**src/rtl/mac_block_acc_pkg.sv**
```systemverilog
// Shared helpers for the block MAC: accumulator width, saturation limits, add-overflow detection.
// Pure functions and constants only; no state.
package mac_pkg;

  localparam int LIMIT_W = 64;

  function automatic int acc_w(input int data_w, input int guard);
    return 2 * data_w + guard;
  endfunction

  // Limits are returned in the low w bits of a LIMIT_W vector; callers slice to w.
  function automatic logic [LIMIT_W-1:0] sat_max(input int w, input bit sgn);
    if (sgn) return (64'd1 << (w - 1)) - 64'd1;
    return (64'd1 << w) - 64'd1;
  endfunction

  function automatic logic [LIMIT_W-1:0] sat_min(input int w, input bit sgn);
    if (sgn) return 64'd1 << (w - 1);
    return 64'd0;
  endfunction

  function automatic logic add_ovf(input logic a_msb, input logic b_msb, input logic s_msb,
                                   input logic carry, input bit sgn);
    if (sgn) return (a_msb == b_msb) && (s_msb != a_msb);
    return carry;
  endfunction

endpackage

```
**src/rtl/mac_block_acc_if.sv**
```systemverilog
// Operand/result handshake bundle for mac_block_acc; master drives operands and out_ready.
// Widths follow DATA_W and the derived accumulator width.
interface mac_block_acc_if import mac_pkg::*; #(
  parameter int DATA_W = 8,
  parameter int GUARD  = 4
);
  localparam int ACC_W = acc_w(DATA_W, GUARD);

  logic              in_valid;
  logic              in_ready;
  logic [DATA_W-1:0] data1;
  logic [DATA_W-1:0] data2;
  logic              acc_clr;
  logic              out_valid;
  logic              out_ready;
  logic [ACC_W-1:0]  mac_out;
  logic              ovf;

  modport master (
    output in_valid, data1, data2, acc_clr, out_ready,
    input  in_ready, out_valid, mac_out, ovf
  );

  modport slave (
    input  in_valid, data1, data2, acc_clr, out_ready,
    output in_ready, out_valid, mac_out, ovf
  );

endinterface

```
**src/rtl/mac_block_acc_mult.sv**
```systemverilog
// Stage-1 registered multiplier with a travelling valid bit; one cycle latency.
// Holds product and valid while i_en is low; i_clr drops the valid regardless of i_en.
module mac_mult_stage #(
  parameter int DATA_W = 8,
  parameter int SIGNED = 1
) (
  input  logic                  clk,
  input  logic                  aclr_n,
  input  logic                  i_en,
  input  logic                  i_clr,
  input  logic                  i_vld,
  input  logic [DATA_W-1:0]     i_a,
  input  logic [DATA_W-1:0]     i_b,
  output logic                  o_vld,
  output logic [2*DATA_W-1:0]   o_prod
);

  localparam int PW = 2 * DATA_W;

  logic [PW-1:0] w_a_ext;
  logic [PW-1:0] w_b_ext;
  logic [PW-1:0] w_prod;
  logic          r_vld;
  logic [PW-1:0] r_prod;

  // Extending to full product width first makes the low PW bits exact for either signedness.
  generate
    if (SIGNED != 0) begin : g_sext
      assign w_a_ext = {{DATA_W{i_a[DATA_W-1]}}, i_a};
      assign w_b_ext = {{DATA_W{i_b[DATA_W-1]}}, i_b};
    end else begin : g_zext
      assign w_a_ext = {{DATA_W{1'b0}}, i_a};
      assign w_b_ext = {{DATA_W{1'b0}}, i_b};
    end
  endgenerate

  assign w_prod = w_a_ext * w_b_ext;

  always_ff @(posedge clk or negedge aclr_n) begin
    if (!aclr_n) begin
      r_vld  <= 1'b0;
      r_prod <= '0;
    end else if (i_clr) begin
      r_vld  <= 1'b0;
    end else if (i_en) begin
      r_vld  <= i_vld;
      r_prod <= w_prod;
    end
  end

  assign o_vld  = r_vld;
  assign o_prod = r_prod;

endmodule

```
**src/rtl/mac_block_acc.sv**
```systemverilog
// Block multiply-accumulate: sums BLOCK_LEN products, result visible two cycles after the last accept.
// Whole pipeline freezes and in_ready drops while a result is held with out_ready low.
module mac_block_acc import mac_pkg::*; #(
  parameter int DATA_W    = 8,
  parameter int GUARD     = 4,
  parameter int BLOCK_LEN = 16,
  parameter int SIGNED    = 1,
  parameter int SAT       = 1
) (
  input  logic            clk,
  input  logic            aclr_n,
  mac_block_acc_if.slave  bus
);

  localparam int ACC_W = acc_w(DATA_W, GUARD);
  localparam int PW    = 2 * DATA_W;
  localparam int CNT_W = (BLOCK_LEN > 1) ? $clog2(BLOCK_LEN) : 1;

  localparam logic [LIMIT_W-1:0] MAX_L   = sat_max(ACC_W, SIGNED != 0);
  localparam logic [LIMIT_W-1:0] MIN_L   = sat_min(ACC_W, SIGNED != 0);
  localparam logic [ACC_W-1:0]   ACC_MAX = MAX_L[ACC_W-1:0];
  localparam logic [ACC_W-1:0]   ACC_MIN = MIN_L[ACC_W-1:0];
  localparam logic [CNT_W-1:0]   LAST_CNT = CNT_W'(BLOCK_LEN - 1);

  logic             w_advance;
  logic             w_p_vld;
  logic [PW-1:0]    w_prod;
  logic [ACC_W-1:0] w_prod_ext;
  logic [ACC_W:0]   w_sum_full;
  logic [ACC_W-1:0] w_sum;
  logic             w_add_ovf;
  logic             w_first;
  logic             w_last;
  logic             w_ovf;
  logic             w_step;
  logic [ACC_W-1:0] w_sat;
  logic [ACC_W-1:0] w_acc_nxt;
  logic             w_sticky_nxt;

  logic [ACC_W-1:0] r_acc;
  logic [CNT_W-1:0] r_cnt;
  logic             r_sticky;
  logic [ACC_W-1:0] r_out;
  logic             r_out_vld;
  logic             r_ovf;

  assign w_advance    = !r_out_vld || bus.out_ready;
  assign bus.in_ready = w_advance;

  mac_mult_stage #(
    .DATA_W (DATA_W),
    .SIGNED (SIGNED)
  ) u_mult (
    .clk    (clk),
    .aclr_n (aclr_n),
    .i_en   (w_advance),
    .i_clr  (bus.acc_clr),
    .i_vld  (bus.in_valid),
    .i_a    (bus.data1),
    .i_b    (bus.data2),
    .o_vld  (w_p_vld),
    .o_prod (w_prod)
  );

  generate
    if (GUARD == 0) begin : g_noguard
      assign w_prod_ext = w_prod;
    end else if (SIGNED != 0) begin : g_sguard
      assign w_prod_ext = {{GUARD{w_prod[PW-1]}}, w_prod};
    end else begin : g_uguard
      assign w_prod_ext = {{GUARD{1'b0}}, w_prod};
    end
  endgenerate

  assign w_sum_full = {1'b0, r_acc} + {1'b0, w_prod_ext};
  assign w_sum      = w_sum_full[ACC_W-1:0];
  assign w_add_ovf  = add_ovf(r_acc[ACC_W-1], w_prod_ext[ACC_W-1], w_sum[ACC_W-1],
                              w_sum_full[ACC_W], SIGNED != 0);

  // The first sample of a block loads rather than adds, so it can never overflow.
  assign w_first      = (r_cnt == '0);
  assign w_last       = (r_cnt == LAST_CNT);
  assign w_ovf        = !w_first && w_add_ovf;
  assign w_sat        = ((SIGNED != 0) && r_acc[ACC_W-1]) ? ACC_MIN : ACC_MAX;
  assign w_acc_nxt    = w_first ? w_prod_ext : ((w_ovf && (SAT != 0)) ? w_sat : w_sum);
  assign w_sticky_nxt = r_sticky | w_ovf;
  assign w_step       = w_advance && w_p_vld && !bus.acc_clr;

  always_ff @(posedge clk or negedge aclr_n) begin
    if (!aclr_n) begin
      r_acc     <= '0;
      r_cnt     <= '0;
      r_sticky  <= 1'b0;
      r_out     <= '0;
      r_out_vld <= 1'b0;
      r_ovf     <= 1'b0;
    end else begin
      if (bus.acc_clr) begin
        r_acc    <= '0;
        r_cnt    <= '0;
        r_sticky <= 1'b0;
      end else if (w_step) begin
        if (w_last) begin
          r_acc    <= '0;
          r_cnt    <= '0;
          r_sticky <= 1'b0;
        end else begin
          r_acc    <= w_acc_nxt;
          r_cnt    <= r_cnt + CNT_W'(1);
          r_sticky <= w_sticky_nxt;
        end
      end

      // A completing block may replace a result retiring in the same cycle.
      if (w_step && w_last) begin
        r_out     <= w_acc_nxt;
        r_ovf     <= w_sticky_nxt;
        r_out_vld <= 1'b1;
      end else if (bus.out_ready) begin
        r_out_vld <= 1'b0;
      end
    end
  end

  assign bus.out_valid = r_out_vld;
  assign bus.mac_out   = r_out;
  assign bus.ovf       = r_ovf;

endmodule

```
**src/flat_wrapper.sv**
```systemverilog
// flat-port wrapper written by rule: the top's interface ports become plain ports
module mac_block_acc_flat import mac_pkg::*;
#(
  parameter int DATA_W    = 8,
  parameter int GUARD     = 4,
  parameter int BLOCK_LEN = 16,
  parameter int SIGNED    = 1,
  parameter int SAT       = 1
)
  (clk, aclr_n, bus_in_valid, bus_data1, bus_data2, bus_acc_clr, bus_out_ready, bus_in_ready, bus_out_valid, bus_mac_out, bus_ovf);
  mac_block_acc_if #(.DATA_W(DATA_W), .GUARD(GUARD)) bus_i ();
  input  logic clk;
  input  logic aclr_n;
  input wire logic [$bits(bus_i.in_valid)-1:0] bus_in_valid;
  input wire logic [$bits(bus_i.data1)-1:0] bus_data1;
  input wire logic [$bits(bus_i.data2)-1:0] bus_data2;
  input wire logic [$bits(bus_i.acc_clr)-1:0] bus_acc_clr;
  input wire logic [$bits(bus_i.out_ready)-1:0] bus_out_ready;
  output wire logic [$bits(bus_i.in_ready)-1:0] bus_in_ready;
  output wire logic [$bits(bus_i.out_valid)-1:0] bus_out_valid;
  output wire logic [$bits(bus_i.mac_out)-1:0] bus_mac_out;
  output wire logic [$bits(bus_i.ovf)-1:0] bus_ovf;
  assign bus_i.in_valid = bus_in_valid;
  assign bus_i.data1 = bus_data1;
  assign bus_i.data2 = bus_data2;
  assign bus_i.acc_clr = bus_acc_clr;
  assign bus_i.out_ready = bus_out_ready;
  assign bus_in_ready = bus_i.in_ready;
  assign bus_out_valid = bus_i.out_valid;
  assign bus_mac_out = bus_i.mac_out;
  assign bus_ovf = bus_i.ovf;
  mac_block_acc #(.DATA_W(DATA_W), .GUARD(GUARD), .BLOCK_LEN(BLOCK_LEN), .SIGNED(SIGNED), .SAT(SAT)) u_core (.clk(clk), .aclr_n(aclr_n), .bus(bus_i));
endmodule
```
**config.mk**
```make
export PLATFORM = sky130hd
export DESIGN_NAME = mac_block_acc_flat
export DESIGN_NICKNAME = d
export VERILOG_FILES = /design/src/rtl/mac_block_acc_pkg.sv /design/src/rtl/mac_block_acc_if.sv /design/src/rtl/mac_block_acc_mult.sv /design/src/rtl/mac_block_acc.sv /design/src/flat_wrapper.sv
export SDC_FILE = /design/constraint.sdc
export NUM_CORES = 1
export LEC_CHECK = 0
export ABC_AREA = 1
export CAP_MARGIN = 5
export CELL_PAD_IN_SITES_DETAIL_PLACEMENT = 1
export CELL_PAD_IN_SITES_GLOBAL_PLACEMENT = 1
export CORE_UTILIZATION = 48
export CTS_CLUSTER_SIZE = 16
export DETAILED_ROUTE_END_ITERATION = 10
export PLACE_DENSITY = 0.9
export SLEW_MARGIN = 0
export SYNTH_ARGS = -nofsm -noshare
export SYNTH_HDL_FRONTEND = slang
export SYNTH_SLANG_ARGS = --single-unit
```
**constraint.sdc**
```tcl
create_clock -name clk -period 5.86 [get_ports clk]
set_clock_uncertainty 0.05 [all_clocks]
set_input_delay 1.172 -clock clk [delete_from_list [all_inputs] [get_ports clk]]
set_output_delay 1.172 -clock clk [all_outputs]
set_load 0.05 [all_outputs]
```
==> summary.md, run 1 <==
| Metric | Value |
|---|---|
| Grt total ovfl | `0` |
| Ys async rst share | `100%` |
| Hpwl dp | `14300 µm` |
| Final min period | `5.54 ns` |
| Number of cells on the worst reg-to-reg path | `13` |
| Core Area | `13200 µm²` |
| Starting Density | `49.2%` |
| Die area | `14000 µm²` |
| Layout cells sized above 1 | `5.55%` |
| CTS tree | `done` |
| Leakage power | `4.29 nW` |
| Clk sink count | `64` |
| Largest net degree at the start of global routing | `65` |
| Sequential-to-total area share from yosys stat | `24.7%` |
| Post-synth EDFFs | `0` |
| Top post-synthesis cells by count | `nand2_1 (348), inv_1 (158), dfrtp_1 (64)` |
| Min-delay worst type | `flop to flop` |
| Detailed Route Iter0 Violations | `224` |
| GRT Total Usage | `27.9%` |
| Setup tns final | `0 ns` |
| CTS Root Cell | `clkbuf_16` |
| Synth top area cells | `dfrtp_1 (25%), nand2_1 (20%), fa_1 (17%)` |
| Top cell type's share of synthesized area | `24.7%` |
| I/O Buffers | `43` |
| Postcts setup bufs | `0` |
| Final setup vio count | `0` |
| Fmax | `0.181 GHz` |
| Total number of vias | `5827` |
| Dominant synthesized flop cell | `dfrtp_1` |
| DRC | `0` |
| Gpl congestion | `0.844` |
| FP Rows | `42` |
| Detailed Routing Iterations Pass 1 | `4` |
| Crit Path Max Fanout | `5` |
| Power Dens Cells | `368 nW/µm²` |
| Fin. max-slew vios | `0` |
| Final-layout fill cell count | `1715` |
| Fin crit share | `94.5%` |
| Max IR drop VDD | `0.178 mV` |
| RSZ-0062 raised after global routing | `no` |
| Top-level I/O count | `44` |
| Outcome | `complete, no violations` |
| Die height | `118 µm` |
| First-pass GRT wire length | `30800 µm` |
| Final wirelength | `18100 µm` |
| CTS buffer count | `9` |
| Yosys warnings | `0` |
| Final #Nets | `1077` |
| Post-route ant nets | `0` |
| Mapped Avg Cell Area | `7.14 µm²` |
| N_diodes | `0` |
| Synth area leader | `dfrtp_1` |
| Maximum clock insertion buffer count | `2` |
| Mapped Area | `6490 µm²` |
| Max-Cap Viols | `0` |
| Initial antenna violation count | `0` |
| Inst Count DP | `1115` |
| Worst Path Arrival | `5.68 ns` |
| Layout Utilization | `56.4%` |
| Count of state elements after synthesis | `64` |
| Clock slew at reported path FFs | `0.05 ns` |
| Non-filler cells in the finished layout | `1131` |
| Final hold vios | `0` |
| Clk Latency, worst-skew pair | `0.34 ns` |
| Worst Hold Depth | `2` |
| WL/cell | `16.0 µm` |
| CP Class | `primary input to flop` |
| Pre-CTS setup slack | `-0.0526 ns` |
| Most common cell in the netlist | `nand2_1` |
| Worst setup SP type | `primary input` |
| Slew headroom | `45.9%` |
| Syn_nets | `1035` |
| Critical path endpoint category | `flop` |
| Hold slack | `0.433 ns` |
| Synth unique cells | `36` |
| Final setup margin | `0.321 ns` |
| Placed Instance Area | `7140 µm²` |
| Worst slew pin tran | `0.812 ns` |
| Critical Path RT | `6.00 ns` |
| Area Growth Syn to Fin | `14.7%` |
| Post-route cell area | `7440 µm²` |
| Die W | `118 µm` |
| H-tree depth | `3` |
| Syn Inst Count | `908` |
| Number of global-route vias before repair | `6586` |
| Vias per inst | `5.15` |
| Final Total Pwr | `2.74 mW` |
layout make-up:
type	count	area (µm²)	share of cell area, %
Clock buffer	11	243	3.26
Clock inverter	5	56.3	0.757
Inverter	165	623	8.38
Multi-Input combinational cell	653	4170	56.0
Sequential cell	64	1600	21.5
Tap cell	176	220	2.96
Timing Repair Buffer	57	531	7.13
cell families (layout without fill, tap and decap cells):
family,Yosys count,in the layout,synth area share [%]
adders and majority gates,106,106,26.9
xor gates and xnor gates,23,23,3.11
AOI/OAI and AO/OA,69,69,6.36
buffers and inverters,191,238,11.1
and+or+nand+nor,455,455,27.8
DFF,64,64,24.7
where the power goes:
group          switching, mW  internal, mW
Clock                  0.201         0.340
Sequential            0.0664         0.509
Combinational           1.00         0.620
placed cells by master, fill, tap and decap left out, types with 2 or more instances in the layout:
master	n
inv_1	158
nand3_1	35
o211ai_1	2
nand2_2	3
nand4_1	5
dfrtp_1	64
o21ai_2	5
o21ai_0	16
a31oi_1	5
xor2_1	11
inv_2	4
xnor2_1	12
clkbuf_16	9
o21ai_1	6
clkinv_2	3
nand3b_1	2
fa_1	56
or2_2	4
nor2_1	52
nor3_1	3
o22ai_1	3
a21oi_2	2
buf_4	14
o21bai_1	2
a21oi_1	23
nand2_1	348
ha_1	50
clkdlybuf4s50_1	42
registers in the layout, summed over array words and instances (netlist names):
register and count:
u_core.bus.mac_out 20, u_core.r_acc 20, u_core.u_mult.o_prod 16, u_core.r_cnt 4, u_core.bus.out_valid 1, u_core.bus.ovf 1, u_core.r_sticky 1, u_core.u_mult.o_vld 1
repair_timing:
action,4_1_cts,5_1_grt
gates resized for setup,0,1
endpoints found under the setup margin,0,1
hold buffers,0,0
final timing paths:
path	from	end	slack, ns
max	bus_data2[7]	u_core.u_mult.o_prod[12]$_DFFE_PN0P_	0.32
min	u_core.bus.mac_out[9]$_DFFE_PN0P_	u_core.bus.mac_out[9]$_DFFE_PN0P_	0.43
max reg2reg	u_core.u_mult.o_prod[15]$_DFFE_PN0P_	u_core.bus.mac_out[13]$_DFFE_PN0P_	3.16
min reg2reg	u_core.bus.mac_out[9]$_DFFE_PN0P_	u_core.bus.mac_out[9]$_DFFE_PN0P_	0.43
max in group asynchronous	aclr_n	u_core.bus.mac_out[19]$_DFFE_PN0P_	4.26
min in group asynchronous	aclr_n	u_core.r_acc[17]$_DFFE_PN0P_	0.95
critical path, stage by stage:
cell	delay, ns
clkdlybuf4s50_1	0.51
inv_1	0.07
or2_2	0.29
fa_1	0.51
fa_1	0.55
inv_1	0.06
fa_1	0.53
inv_1	0.05
fa_1	0.54
inv_1	0.05
ha_1	0.36
nand2_1	0.11
nand3_1	0.10
nand2_1	0.09
nand2_1	0.06
a21oi_1	0.22
nor2_1	0.07
nor2_1	0.12
xor2_1	0.16
o21ai_0	0.09
metal layers:
metal  track usage, %  vias to the layer above  part of all wire (%)  routed length, µm
li1                 -                     2828                     -                  -
met1             31.2                     2871                    40               7240
met2             53.9                      100                    55               9900
met3             2.51                       28                   2.8                515
met4             11.1                        0                   2.3                418
met5                0                        -                     0                  0
(Power assumes the default switching activity.)
==> inputs of run 2 (changes only) <==
==> constraint.sdc (replaced) <==
create_clock -name clk -period 5.86 [get_ports clk]
set_clock_uncertainty 0.05 [all_clocks]
set_input_delay 0.879 -clock clk [delete_from_list [all_inputs] [get_ports clk]]
set_output_delay 0.879 -clock clk [all_outputs]
set_load 0.05 [all_outputs]
==> summary.md, run 2 (synthesized netlist as in run 1, its figures left out) <==
| Metric | Value |
|---|---|
| Maximum clock insertion buffer count | `2 (unchanged)` |
| Post-route ant nets | `0 (unchanged)` |
| Worst setup SP type | `primary input` |
| Reg2reg setup slack | `3.09 ns (-0.07 ns)` |
| H-tree depth | `3 (unchanged)` |
| Outcome | `complete, no violations` |
| FP Rows | `42 (unchanged)` |
| Crit Path Max Fanout | `8 (+3)` |
| Starting Density | `49.2% (unchanged)` |
| Clock slew at reported path FFs | `0.06 ns (about the same)` |
| N_diodes | `0 (unchanged)` |
| Worst slew pin tran | `0.840 ns (+0.0286 ns)` |
| Critical Path RT | `6.05 ns (+0.05 ns)` |
| Final setup vio count | `0 (unchanged)` |
| CP delay by family, top | `adder cells` |
| I/O Buffers | `43 (unchanged)` |
| Clk Latency, worst-skew pair | `0.34 ns (about the same)` |
| RSZ-0062 raised after global routing | `no` |
| Postcts setup bufs | `0 (unchanged)` |
| Final hold vios | `0 (unchanged)` |
| Detailed Route Iter0 Violations | `295 (+32%)` |
| Pre-CTS setup slack | `0.147 ns (+0.199 ns)` |
| Worst path cell trace | `clkdlybuf4s50_1, inv_1, or2_2, fa_1, inv_1, fa_1, fa_1, inv_1, fa_1, inv_1, ha_1, a21oi_1, a21boi_0, o21ai_0, a21oi_1, nand2b_1, nand3_1, o21ai_0` |
| DRC | `0 (unchanged)` |
| Commonest non-fill, non-tap cell in the layout | `nand2_1` |
| Area Growth Syn to Fin | `13.8%` |
| Die area | `14000 µm² (unchanged)` |
| Clk sink count | `64 (unchanged)` |
| Die height | `118 µm (unchanged)` |
| Fin crit share | `93.1% (-1.4 points)` |
| First-pass GRT wire length | `32500 µm (+5.6%)` |
| Setup tns final | `0 ns (unchanged)` |
| Fmax | `0.183 GHz (+1.5%)` |
| Largest net degree at the start of global routing | `65 (unchanged)` |
| GRT Total Usage | `29.4% (+1.5 points)` |
| CP Class | `primary input to flop` |
| Power Dens Cells | `373 nW/µm² (+1.2%)` |
| Number of cells on the worst reg-to-reg path | `13 (unchanged)` |
| Commonest cells after routing, fill and taps aside | `nand2_1 (348), inv_1 (158), dfrtp_1 (64), fa_1 (56), nor2_1 (52)` |
| Number of global-route vias before repair | `6758 (+2.6%)` |
| Post-cts resize count | `0 (unchanged)` |
| Final #Nets | `1070 (-0.65%)` |
| R2r endpoint | `u_core.r_acc[8]$_DFFE_PN0P_` |
| Initial antenna violation count | `0 (unchanged)` |
| Critical path's largest stage delay | `0.55 ns (about the same)` |
| CTS Root Cell | `clkbuf_16` |
| Final wirelength | `18900 µm (+4.4%)` |
| Critical path endpoint category | `flop` |
| WL/cell | `16.8 µm (+5.0%)` |
| Final setup margin | `0.403 ns (+0.0828 ns)` |
| Slew headroom | `44.0% (-1.9 points)` |
| Gpl congestion | `0.845 (+0.12%)` |
| Top-level I/O count | `44 (unchanged)` |
| Crit path to | `u_core.u_mult.o_prod[13]$_DFFE_PN0P_` |
| WP depth | `18 (-10%)` |
| Min-delay worst type | `flop to flop` |
| CTS buffer count | `9 (unchanged)` |
| Worst Hold Depth | `2 (unchanged)` |
| Worst Path Arrival | `5.64 ns (-0.04 ns)` |
| Layout cells sized above 1 | `4.96% (-0.59 points)` |
| Grt total ovfl | `0 (unchanged)` |
| Hpwl dp | `14600 µm (+2.2%)` |
| Worst path slowest cell | `fa_1` |
| Core Area | `13200 µm² (unchanged)` |
| Final min period | `5.46 ns (-0.0828 ns)` |
| CP startpoint | `bus_data2[7]` |
| Max-Cap Viols | `0 (unchanged)` |
| Detailed Routing Iterations Pass 1 | `4 (unchanged)` |
| Die W | `118 µm (unchanged)` |
| RR Startpoint | `u_core.u_mult.o_prod[15]$_DFFE_PN0P_` |
| CTS tree | `done` |
| Leakage power | `4.25 nW (-0.99%)` |
| Cts hold-fix bufs | `0 (unchanged)` |
| Total number of vias | `5859 (+0.55%)` |
| Fin. max-slew vios | `0 (unchanged)` |
| Max IR drop VDD | `0.159 mV (-11%)` |
| CP Buf/Inv Count | `5 (unchanged)` |
| Vias per inst | `5.21 (+1.2%)` |
run 2: layout make-up:
| class | instances | area (µm²) |
|---|---|---|
| Fill cell | 1711 | 5810 |
| Multi-Input combinational cell | 653 | 4170 |
| Sequential cell | 64 | 1600 |
| Inverter | 165 | 623 |
| Timing Repair Buffer | 50 | 478 |
| Clock buffer | 12 | 267 |
| Tap cell | 176 | 220 |
| Clock inverter | 4 | 27.5 |
run 2: tightest hold or removal path, delay by kind of cell, from the launching register on:
family,cells,cell delay [ns]
and+or+nand+nor,2,0.10
DFF,1,0.34
run 2: worst min path at each step:
stage,from,to,slack [ns]
floorplan,u_core.r_acc[10]$_DFFE_PN0P_,u_core.r_acc[10]$_DFFE_PN0P_,0.40
global placement,u_core.bus.mac_out[3]$_DFFE_PN0P_,u_core.bus.mac_out[3]$_DFFE_PN0P_,0.41
detailed placement,u_core.bus.mac_out[9]$_DFFE_PN0P_,u_core.bus.mac_out[9]$_DFFE_PN0P_,0.42
CTS,u_core.bus.mac_out[9]$_DFFE_PN0P_,u_core.bus.mac_out[9]$_DFFE_PN0P_,0.43
global route,u_core.bus.mac_out[9]$_DFFE_PN0P_,u_core.bus.mac_out[9]$_DFFE_PN0P_,0.45
finish,u_core.bus.mac_out[9]$_DFFE_PN0P_,u_core.bus.mac_out[9]$_DFFE_PN0P_,0.43
run 2: stage by stage:
step	instances	area [µm²]	total power [mW]	utilization, %	hold slack [ns]
floorplan	908	6490	1.79	-	0.403
global placement	1108	7090	2.08	53.7	0.412
detailed placement	1108	7090	2.20	53.7	0.417
CTS	1124	7380	2.76	56.0	0.432
global route	1124	7380	3.01	56.0	0.451
finish	1124	7380	2.75	56.0	0.425
run 2: power breakdown:
part / internal (mW) / switching [mW]
logic: 0.614 / 1.03
registers: 0.509 / 0.0692
clock network: 0.320 / 0.209
run 2: layer usage:
metal | global-route usage [%] | vias up | routed length (µm)
met3 | 3.19 | 31 | 401
met1 | 33.0 | 2918 | 7730
met5 | 0 | - | 0
li1 | - | 2811 | -
met4 | 11.1 | 0 | 427
met2 | 56.4 | 99 | 10300
==> inputs of run 3 (changes only) <==
- RECOVER_POWER: not set -> 25
==> summary.md, run 3 (synthesized netlist as in run 1, its figures left out) <==
| Metric | Value |
|---|---|
| I/O Buffers | `43 (unchanged)` |
| Vias per inst | `5.21 (unchanged)` |
| Final setup margin | `0.403 ns (unchanged)` |
| Critical path endpoint category | `flop` |
| Min-delay worst type | `flop to flop` |
| DRC | `0 (unchanged)` |
| Starting Density | `49.2% (unchanged)` |
| Worst Path Arrival | `5.64 ns (about the same)` |
| Max IR drop VDD | `0.159 mV (unchanged)` |
| Final hold vios | `0 (unchanged)` |
| Pre-CTS setup slack | `0.147 ns (unchanged)` |
| Worst path slowest cell | `fa_1` |
| CP Class | `primary input to flop` |
| Setup tns final | `0 ns (unchanged)` |
| Crit Path Max Fanout | `8 (unchanged)` |
| Hold EP | `u_core.bus.mac_out[9]$_DFFE_PN0P_` |
| Hpwl dp | `14600 µm (unchanged)` |
| Total number of vias | `5859 (unchanged)` |
| Die area | `14000 µm² (unchanged)` |
| Outcome | `finished with violations` |
| Final #Nets | `1070 (unchanged)` |
| R2r endpoint | `u_core.r_acc[8]$_DFFE_PN0P_` |
| Power Dens Cells | `373 nW/µm² (about the same)` |
| CTS tree | `done` |
| Slew headroom | `-135% (-180 points)` |
| Failing checks | `capacitance limit, slew limit` |
| Fin crit share | `93.1% (unchanged)` |
| Area Growth Syn to Fin | `13.7% (about the same)` |
| Clk sink count | `64 (unchanged)` |
| Min-delay src | `u_core.bus.mac_out[9]$_DFFE_PN0P_` |
| Grt total ovfl | `0 (unchanged)` |
| Final setup vio count | `0 (unchanged)` |
| Die height | `118 µm (unchanged)` |
| FP Rows | `42 (unchanged)` |
| Critical Path RT | `6.05 ns (about the same)` |
| Leakage power | `4.24 nW (about the same)` |
| WL/cell | `16.8 µm (about the same)` |
| RSZ-0062 raised after global routing | `no` |
| Fmax | `0.183 GHz (unchanged)` |
| Number of global-route vias before repair | `6758 (unchanged)` |
| Final Total Pwr | `2.75 mW (about the same)` |
| N_diodes | `0 (unchanged)` |
| CP Buf/Inv Count | `5 (unchanged)` |
| GRT Total Usage | `29.4% (unchanged)` |
| Detailed Routing Iterations Pass 1 | `4 (unchanged)` |
| CTS buffer count | `9 (unchanged)` |
| Largest net degree at the start of global routing | `65 (unchanged)` |
| RR Startpoint | `u_core.u_mult.o_prod[15]$_DFFE_PN0P_` |
| Max-Cap Viols | `1 (+1)` |
| Initial antenna violation count | `0 (unchanged)` |
| Commonest cells after routing, fill and taps aside | `nand2_1 (348), inv_1 (158), dfrtp_1 (64), fa_1 (56), nor2_1 (52)` |
| Detailed Route Iter0 Violations | `295 (unchanged)` |
| Gpl congestion | `0.845 (unchanged)` |
| Top-level I/O count | `44 (unchanged)` |
| First-pass GRT wire length | `32500 µm (unchanged)` |
| Number of cells on the worst reg-to-reg path | `13 (unchanged)` |
| WP depth | `18 (unchanged)` |
| Final min period | `5.46 ns (unchanged)` |
| Reg2reg setup slack | `3.09 ns (about the same)` |
| Fin. max-slew vios | `65 (+65)` |
| Post-cts resize count | `0 (unchanged)` |
| Worst path cell trace | `clkdlybuf4s50_1, inv_1, or2_2, fa_1, inv_1, fa_1, fa_1, inv_1, fa_1, inv_1, ha_1, a21oi_1, a21boi_0, o21ai_0, a21oi_1, nand2b_1, nand3_1, o21ai_0` |
| CTS Root Cell | `clkbuf_16` |
| Cts hold-fix bufs | `0 (unchanged)` |
| H-tree depth | `3 (unchanged)` |
| Worst setup SP type | `primary input` |
| Critical path's largest stage delay | `0.55 ns (about the same)` |
| Worst slew pin tran | `3.52 ns (+2.68 ns)` |
| Maximum clock insertion buffer count | `2 (unchanged)` |
| Worst Hold Depth | `2 (unchanged)` |
| Layout cells sized above 1 | `4.85% (-0.11 points)` |
| CP delay by family, top | `adder cells` |
| Post-route ant nets | `0 (unchanged)` |
| Commonest non-fill, non-tap cell in the layout | `nand2_1` |
| Clk Latency, worst-skew pair | `0.34 ns (about the same)` |
| Clock slew at reported path FFs | `0.06 ns (about the same)` |
| Final wirelength | `18900 µm (about the same)` |
| Die W | `118 µm (unchanged)` |
| Postcts setup bufs | `0 (unchanged)` |
| Core Area | `13200 µm² (unchanged)` |
[run 3: cell count changes in the layout (fill, tap and decap cells not counted)]
cell and change:
clkbuf_1 +1, buf_4 -1
[run 3: cell type report]
class	count	area (µm²)
inverter	165	623
fill	1711	5810
sequential	64	1600
multi-input combinational	653	4170
tap	176	220
timing repair buffer	50	474
clock inverter	4	27.5
clock buffer	12	267
[run 3: how the worst max path moves through the flow]
stage | slack [ns] | startpoint | endpoint
6_report | 0.40 | bus_data2[7] | u_core.u_mult.o_prod[13]$_DFFE_PN0P_
5_1_grt | 0.13 | bus_data2[7] | u_core.u_mult.o_prod[13]$_DFFE_PN0P_
4_1_cts | 0.39 | bus_data2[7] | u_core.u_mult.o_prod[13]$_DFFE_PN0P_
3_5_place_dp | 0.15 | bus_data2[7] | u_core.u_mult.o_prod[13]$_DFFE_PN0P_
3_3_place_gp | 0.32 | bus_data2[7] | u_core.u_mult.o_prod[12]$_DFFE_PN0P_
2_1_floorplan | 0.92 | bus_data1[0] | u_core.u_mult.o_prod[13]$_DFFE_PN0P_
[run 3: metal layers]
metal / global-route usage [%] / vias to the layer above / routed length, µm
met3: 3.19 / 31 / 401
met5: 0 / - / 0
met4: 11.1 / 0 / 427
li1: - / 2811 / -
met1: 33.0 / 2918 / 7730
met2: 56.4 / 99 / 10300
[run 3: where the power goes]
part | internal [mW] | switching [mW] | leakage [nW]
logic | 0.614 | 1.03 | 3.25
clock network | 0.320 | 0.209 | 0.137
registers | 0.509 | 0.0692 | 0.860
total | 1.44 | 1.31 | 4.24
[run 3: stage by stage]
| step | hold WS, ns | util (%) | instances | cell area, µm² |
|---|---|---|---|---|
| 2_1_floorplan | 0.403 | - | 908 | 6490 |
| 3_3_place_gp | 0.412 | 53.7 | 1108 | 7090 |
| 3_5_place_dp | 0.417 | 53.7 | 1108 | 7090 |
| 4_1_cts | 0.432 | 56.0 | 1124 | 7380 |
| 5_1_grt | 0.451 | 55.9 | 1124 | 7380 |
| 6_report | 0.425 | 55.9 | 1124 | 7380 |
[run 3: worst reg2reg max path, stage by stage, from the launching register on]
cell and delay [ns]:
dfrtp_1 0.51, ha_1 0.45, nand2_1 0.16, nor2_1 0.09
nand2_1 0.10, nor2_1 0.05, nand2_1 0.09, nand3_2 0.14
o21ai_4 0.44, inv_4 0.16, nand2_1 0.10, o21ai_1 0.13
nand2_1 0.12, nand2_1 0.07
